===== src/rtl/vga_timing_receiver.sv =====
// VGA timing receiver: recovers pixel coordinates from hsync/vsync/rgb, checks line and frame
// timing against the expected totals, acquires and holds lock, and produces a per-frame checksum
// of active pixels for loopback checking of the video generators.
module vga_timing_receiver #(
   parameter int unsigned H_ACTIVE    = 640,
   parameter int unsigned H_SYNC      = 96,
   parameter int unsigned H_BACK      = 48,
   parameter int unsigned H_TOTAL     = 800,
   parameter int unsigned V_ACTIVE    = 480,
   parameter int unsigned V_SYNC      = 2,
   parameter int unsigned V_BACK      = 33,
   parameter int unsigned V_TOTAL     = 525,
   parameter int unsigned LOCK_FRAMES = 2
) (
   input  logic        clk,
   input  logic        rst_n,
   input  logic        hsync_in,
   input  logic        vsync_in,
   input  logic [5:0]  rgb_in,
   output logic [9:0]  pix_x,
   output logic [9:0]  pix_y,
   output logic [5:0]  rgb_out,
   output logic        pix_valid,
   output logic        locked,
   output logic        timing_err,
   output logic [15:0] frame_sum,
   output logic        frame_sum_valid
);

   localparam logic [10:0] HStart     = 11'(H_SYNC + H_BACK);
   localparam logic [10:0] HEnd       = 11'(H_SYNC + H_BACK + H_ACTIVE - 1);
   localparam logic [10:0] VStart     = 11'(V_SYNC + V_BACK);
   localparam logic [10:0] VEnd       = 11'(V_SYNC + V_BACK + V_ACTIVE - 1);
   localparam logic [9:0]  HStart10   = 10'(H_SYNC + H_BACK);
   localparam logic [9:0]  VStart10   = 10'(V_SYNC + V_BACK);
   localparam logic [10:0] CntMax     = 11'h7FF;
   localparam logic [10:0] CntNearMax = 11'h7FE;
   localparam logic [11:0] HTotal     = 12'(H_TOTAL);
   localparam logic [11:0] VTotal     = 12'(V_TOTAL);
   localparam logic [2:0]  LockFrames = 3'(LOCK_FRAMES);

   typedef enum logic [1:0] {StSearch, StAcquire, StLocked} state_e;

   logic        hs_q, hs_prev_q, vs_q, vs_prev_q;
   logic [5:0]  rgb_q, rgb_dly_q;
   logic        hs_edge, vs_edge, in_win;
   logic [10:0] hcnt_q, hcnt_d, vcnt_q, vcnt_d;
   logic        vs_pend_q, vs_pend_d;
   state_e      state_q, state_d;
   logic [1:0]  good_q, good_d;
   logic        skip_q, skip_d;
   logic        err_seen_q, err_seen_d;
   logic        whole_q, whole_d;
   logic [15:0] acc_q, acc_d;
   logic        line_bad, frame_bad, timeout, err, sum_upd;

   // Input capture; rgb gets a second stage so it lines up with the counters.
   always_ff @(posedge clk or negedge rst_n) begin
      if (!rst_n) begin
         hs_q      <= 1'b0;
         hs_prev_q <= 1'b0;
         vs_q      <= 1'b0;
         vs_prev_q <= 1'b0;
         rgb_q     <= 6'd0;
         rgb_dly_q <= 6'd0;
      end else begin
         hs_q      <= hsync_in;
         hs_prev_q <= hs_q;
         vs_q      <= vsync_in;
         vs_prev_q <= vs_q;
         rgb_q     <= rgb_in;
         rgb_dly_q <= rgb_q;
      end
   end

   // Sync-assertion edges, counters, timing checks and checksum next-state.
   always_comb begin
      hs_edge = hs_prev_q & ~hs_q;
      vs_edge = vs_prev_q & ~vs_q;
      in_win  = (hcnt_q >= HStart) && (hcnt_q <= HEnd) && (vcnt_q >= VStart) && (vcnt_q <= VEnd);

      hcnt_d    = hcnt_q;
      vcnt_d    = vcnt_q;
      vs_pend_d = vs_pend_q | vs_edge;
      if (hs_edge) begin
         hcnt_d    = 11'd0;
         vs_pend_d = 1'b0;
         if (vs_edge || vs_pend_q) begin
            vcnt_d = 11'd0;
         end else if (vcnt_q != CntMax) begin
            vcnt_d = vcnt_q + 11'd1;
         end
      end else if (hcnt_q != CntMax) begin
         hcnt_d = hcnt_q + 11'd1;
      end

      line_bad  = hs_edge && (({1'b0, hcnt_q} + 12'd1) != HTotal) &&
                  (state_q != StSearch) && !skip_q;
      frame_bad = vs_edge && (({1'b0, vcnt_q} + 12'd1) != VTotal) && (state_q != StSearch);
      timeout   = (hcnt_q == CntNearMax) && !hs_edge && (state_q != StSearch);
      err       = line_bad | frame_bad | timeout;

      // The first line after leaving SEARCH started before we were aligned; don't judge it.
      skip_d = skip_q;
      if (hs_edge) begin
         skip_d = 1'b0;
      end
      if ((state_q == StSearch) && vs_edge && !hs_edge) begin
         skip_d = 1'b1;
      end

      err_seen_d = vs_edge ? 1'b0 : (err_seen_q | err);
      acc_d      = vs_edge ? 16'd0 : (acc_q + (in_win ? {10'd0, rgb_dly_q} : 16'd0));
   end

   // Lock FSM next-state, plus the "locked for the whole frame" qualifier for the checksum.
   always_comb begin
      state_d = state_q;
      good_d  = good_q;
      case (state_q)
         StSearch: begin
            if (vs_edge) begin
               state_d = StAcquire;
               good_d  = 2'd0;
            end
         end
         StAcquire: begin
            if (timeout) begin
               state_d = StSearch;
               good_d  = 2'd0;
            end else if (err) begin
               good_d = 2'd0;
            end else if (vs_edge && !err_seen_q) begin
               good_d = good_q + 2'd1;
               if (({1'b0, good_q} + 3'd1) >= LockFrames) begin
                  state_d = StLocked;
               end
            end
         end
         StLocked: begin
            if (timeout) begin
               state_d = StSearch;
               good_d  = 2'd0;
            end else if (err) begin
               state_d = StAcquire;
               good_d  = 2'd0;
            end
         end
         default: begin
            state_d = StSearch;
            good_d  = 2'd0;
         end
      endcase

      whole_d = whole_q;
      if (state_d != StLocked) begin
         whole_d = 1'b0;
      end else if (vs_edge) begin
         whole_d = 1'b1;
      end

      sum_upd = vs_edge && (state_q == StLocked) && whole_q && !err && !err_seen_q;
   end

   // Counter, FSM and checksum state registers.
   always_ff @(posedge clk or negedge rst_n) begin
      if (!rst_n) begin
         hcnt_q     <= 11'd0;
         vcnt_q     <= 11'd0;
         vs_pend_q  <= 1'b0;
         state_q    <= StSearch;
         good_q     <= 2'd0;
         skip_q     <= 1'b0;
         err_seen_q <= 1'b0;
         whole_q    <= 1'b0;
         acc_q      <= 16'd0;
      end else begin
         hcnt_q     <= hcnt_d;
         vcnt_q     <= vcnt_d;
         vs_pend_q  <= vs_pend_d;
         state_q    <= state_d;
         good_q     <= good_d;
         skip_q     <= skip_d;
         err_seen_q <= err_seen_d;
         whole_q    <= whole_d;
         acc_q      <= acc_d;
      end
   end

   // Output stage: pixel data holds outside the active window.
   always_ff @(posedge clk or negedge rst_n) begin
      if (!rst_n) begin
         pix_x           <= 10'd0;
         pix_y           <= 10'd0;
         rgb_out         <= 6'd0;
         pix_valid       <= 1'b0;
         locked          <= 1'b0;
         timing_err      <= 1'b0;
         frame_sum       <= 16'd0;
         frame_sum_valid <= 1'b0;
      end else begin
         if (in_win) begin
            pix_x   <= hcnt_q[9:0] - HStart10;
            pix_y   <= vcnt_q[9:0] - VStart10;
            rgb_out <= rgb_dly_q;
         end
         pix_valid       <= in_win && (state_q == StLocked);
         locked          <= (state_d == StLocked);
         timing_err      <= err;
         frame_sum_valid <= sum_upd;
         if (sum_upd) begin
            frame_sum <= acc_q;
         end
      end
   end

endmodule


===== config.mk =====
export PLATFORM = sky130hd
export DESIGN_NAME = vga_timing_receiver
export DESIGN_NICKNAME = d
export VERILOG_FILES = /design/src/rtl/vga_timing_receiver.sv
export SDC_FILE = /design/constraint.sdc
export NUM_CORES = 1
export LEC_CHECK = 0
export ABC_AREA = 1
export CORE_ASPECT_RATIO = 1.75
export CORE_MARGIN = 4
export CORE_UTILIZATION = 51
export DETAILED_ROUTE_END_ITERATION = 7
export PLACE_DENSITY_LB_ADDON = 0.05
export SETUP_SLACK_MARGIN = 0.05
export SYNTH_ARGS = -nofsm -noshare
export SYNTH_HDL_FRONTEND = slang
export SYNTH_SLANG_ARGS = --single-unit

===== constraint.sdc =====
create_clock -name clk -period 3.5 [get_ports clk]
set_clock_uncertainty 0.2 [all_clocks]
set_input_delay 0.35 -clock clk [delete_from_list [all_inputs] [get_ports clk]]
set_output_delay 0.35 -clock clk [all_outputs]
set_load 0.005 [all_outputs]

==> impl_metrics.json <==
{
  "yosys_warnings": 0,
  "cp-endpoint": "acc_q[14]",
  "arrival_ns": 3.38,
  "crit_buf_inv": 2,
  "rr_endpoint": "acc_q[14]",
  "grt_first_pass_wirelength_microns": 19700,
  "reg2reg_depth": 23,
  "ant_nets": 0,
  "leakage_nw": 3.19,
  "critPathTopFamily": "simple AND/OR/NAND/NOR gates",
  "crit_chain": "inv_2, nand2_1, nor2_2, nor2_1, nor2_2, nand2_1, a32o_1, nand2_4, nor2_1, ha_2, fa_2, nand3_1, nand3_1, nand2_1, nand2_1, a21oi_2, nor2_2, nand3_1, nor2_1, buf_4, nand2_1, nand2_1, a21oi_2",
  "antenna_cells": 0,
  "stdcell_count": 817,
  "min_period_ns": 3.30,
  "clock_latency_ns": 0.35,
  "finalMaxSlewViolations": 0,
  "synth_nets": 629,
  "max_cap_violations": 0,
  "drive_above_1_share_pct": 12.9,
  "clk_pin_slew_worst_paths_ns": 0.08,
  "antenna_found_initial": 0,
  "crit_path_frequent_cell": "nand2_1",
  "power_switching_share_pct": 26.8,
  "yosys_register_bits": 108,
  "fin_setup_tns_ns": 0,
  "htreeDepth": 3,
  "fin_area_sq_um": 6380,
  "total_power_mw": 2.73,
  "finalCritPeriodShare_pct": 94.4,
  "critPathMaxFanout": 6,
  "yosysSeqAreaShare_pct": 53.3,
  "grtUsageTotal_pct": 21.0,
  "synthCells": 601,
  "postSynthAreaPerCell_sq_um": 8.43,
  "gp_congestion": 0.943,
  "start_util_pct": 52.9,
  "drcViolationCount": 0,
  "grt_pass1_vias": 4247,
  "setup_viol": 0,
  "critPathKind": "register to register",
  "crit_path_start": "vcnt_q[2]",
  "slew-limit-headroom_pct": 49.6,
  "pwr-share-seq_pct": 49.0,
  "first_pass_iters": 5,
  "drt_iter0_drc": 174,
  "worst_pin_slew_ns": 0.756,
  "cts.sinks": 108,
  "crit_required_ns": 3.58,
  "pwr-share-clk_pct": 39.4,
  "wire_per_inst_microns": 14.3,
  "dp_cells": 791,
  "start_kind": "register",
  "crit_slowest_cell": "dfrtp_1",
  "synth_edf_count": 0,
  "synthToLayoutAreaGrowth_pct": 25.9,
  "die_w_microns": 83.3,
  "seqCellArea_sq_um": 2710,
  "vias_per_cell": 5.18,
  "coreArea_sq_um": 9590,
  "status": "complete, no violations",
  "nets": 718,
  "die-area_sq_um": 11700,
  "vias": 4233,
  "post_dp_cell_area_sq_um": 5900,
  "ys_async_sr_fraction_pct": 100,
  "vdd_drop_max_mv": 0.259,
  "cts_tree": "built",
  "io_pins": 56,
  "synth_area_sq_um": 5070,
  "num-fill-cells": 778,
  "grt_overflow_total": 0,
  "rsz0062_at_grt": "no",
  "cellPowerDensity_nw_per_um2": 429,
  "dp_hpwl_microns": 8510,
  "cp.depth": 23,
  "port_buffers": 55,
  "num_rows": 47,
  "multi_input_area_sq_um": 2100,
  "synth_ff_type": "dfrtp_1",
  "grt_max_degree": 62,
  "fp.dieH_microns": 140,
  "routed_wl_microns": 11700,
  "cts_buffers": 9,
  "p_int_mw": 2.00,
  "r2r_start": "vcnt_q[2]",
  "cts_root_buf": "clkbuf_16",
  "max_freq_ghz": 0.303,
  "synth_cell_type_count": 29,
  "hold_class": "register to register",
  "rrSetupSlack_ns": 0.20,
  "clock_path_buffers": 2,
  "slowest_delay_ns": 0.43,
  "pwr-share-comb_pct": 11.7,
  "endpoint_kind": "register",
  "finalHoldViolations": 0,
  "p_switching_uw": 734
}
stage by stage:
stage / setup slack [ns] / hold slack [ns] / utilization, %
5_1_grt: 0.0404 / 0.149 / 66.5
2_1_floorplan: 0.192 / -0.146 / -
4_1_cts: 0.0640 / 0.155 / 65.2
3_3_place_gp: 0.131 / 0.134 / 61.6
6_report: 0.196 / 0.153 / 66.5
3_5_place_dp: 0.0318 / 0.137 / 61.6
state kept, by name (all words and copies together) (netlist names), 2 cells and up:
signal,cells
acc_q,16
frame_sum,16
good_q,2
hcnt_q,11
pix_x,10
pix_y,10
rgb_dly_q,6
rgb_out,6
rgb_q,6
state_q,2
vcnt_q,11
worst min-delay path by stage:
stage,depth (start not counted),start,endpoint
2_1_floorplan,0,rst_n,acc_q[0]
3_3_place_gp,0,rgb_q[2],rgb_dly_q[2]
3_5_place_dp,0,rgb_q[3],rgb_dly_q[3]
4_1_cts,0,rgb_q[3],rgb_dly_q[3]
5_1_grt,0,rgb_q[0],rgb_dly_q[0]
6_report,0,rgb_q[2],rgb_dly_q[2]
cell usage in the layout (no fill, tap or decap), types with 4 or more instances in the layout:
master / count
nand2_1: 174
dfrtp_1: 104
inv_1: 64
nor2_1: 55
clkdlybuf4s50_1: 54
o21ai_0: 48
buf_4: 35
nand3_1: 30
a21oi_1: 17
ha_1: 16
xor2_1: 11
nand4_1: 10
clkbuf_16: 9
o22ai_1: 8
inv_2: 6
nor2_2: 6
o21ai_2: 6
nor3_1: 6
dfrtp_2: 4
cells in the mapped netlist (2+ instances only):
library cell | instances | area [sq um]
nor2_1 | 60 | 225
o21ai_0 | 48 | 240
inv_1 | 68 | 255
clkbuf_1 | 4 | 15.0
xor2_1 | 11 | 96.3
nand4_1 | 10 | 62.6
a31oi_1 | 4 | 25.0
o22ai_1 | 8 | 50.1
nand3_2 | 2 | 20.0
xnor2_1 | 2 | 17.5
nand2_1 | 174 | 653
nor3_1 | 8 | 40.0
o21ai_2 | 6 | 52.6
buf_2 | 6 | 30.0
inv_2 | 2 | 7.51
dfrtp_1 | 108 | 2700
buf_4 | 2 | 15.0
a211oi_1 | 2 | 15.0
ha_1 | 17 | 213
nand2_2 | 2 | 12.5
nand3_1 | 30 | 150
a21oi_1 | 20 | 100
layer usage:
| metal | track usage [%] | share of wire [%] | vias up |
|---|---|---|---|
| li1 | - | - | 2111 |
| met1 | 24.2 | 41 | 2004 |
| met4 | 9.91 | 2.9 | 0 |
| met3 | 3.31 | 2.9 | 23 |
| met2 | 37.6 | 53 | 95 |
| met5 | 0 | 0 | - |
timing repair:
| item | CTS | global route |
|---|---|---|
| buffers inserted | 2 | 7 |
| gates resized for setup | 3 | 23 |
| hold buffers | 1 | 0 |
| endpoints found under the setup margin | 3 | 10 |
| hold endpoints to repair | 60 | 0 |
| pin swaps | 1 | 9 |
cells by family after synthesis:
| family | share of synthesized area [%] |
|---|---|
| buffers and inverters | 6.59 |
| AOI/OAI and AO/OA | 9.73 |
| xor gates and xnor gates | 2.25 |
| DFF | 53.3 |
| adders and majority gates | 4.59 |
| and+or+nand+nor | 23.5 |
power by group through the flow:
| stage | registers [mW] | clock network (mW) | logic (mW) |
|---|---|---|---|
| after global routing | 1.35 | 1.15 | 0.365 |
| after global placement | 1.36 | 0 | 0.294 |
| final | 1.34 | 1.08 | 0.319 |
| after CTS | 1.34 | 1.10 | 0.302 |
| after detailed placement | 1.36 | 0 | 0.298 |
| after floorplan | 1.36 | 0 | 0.179 |
final cells by class:
| cell class | count | share of cell area (%) |
|---|---|---|
| sequential | 108 | 42.4 |
| tap | 122 | 2.39 |
| clock inverter | 7 | 1.45 |
| timing repair buffer | 91 | 13.1 |
| inverter | 70 | 4.12 |
| multi-input combinational | 410 | 33.0 |
| clock buffer | 9 | 3.53 |
Note: power is estimated with default switching activity, not from simulation.
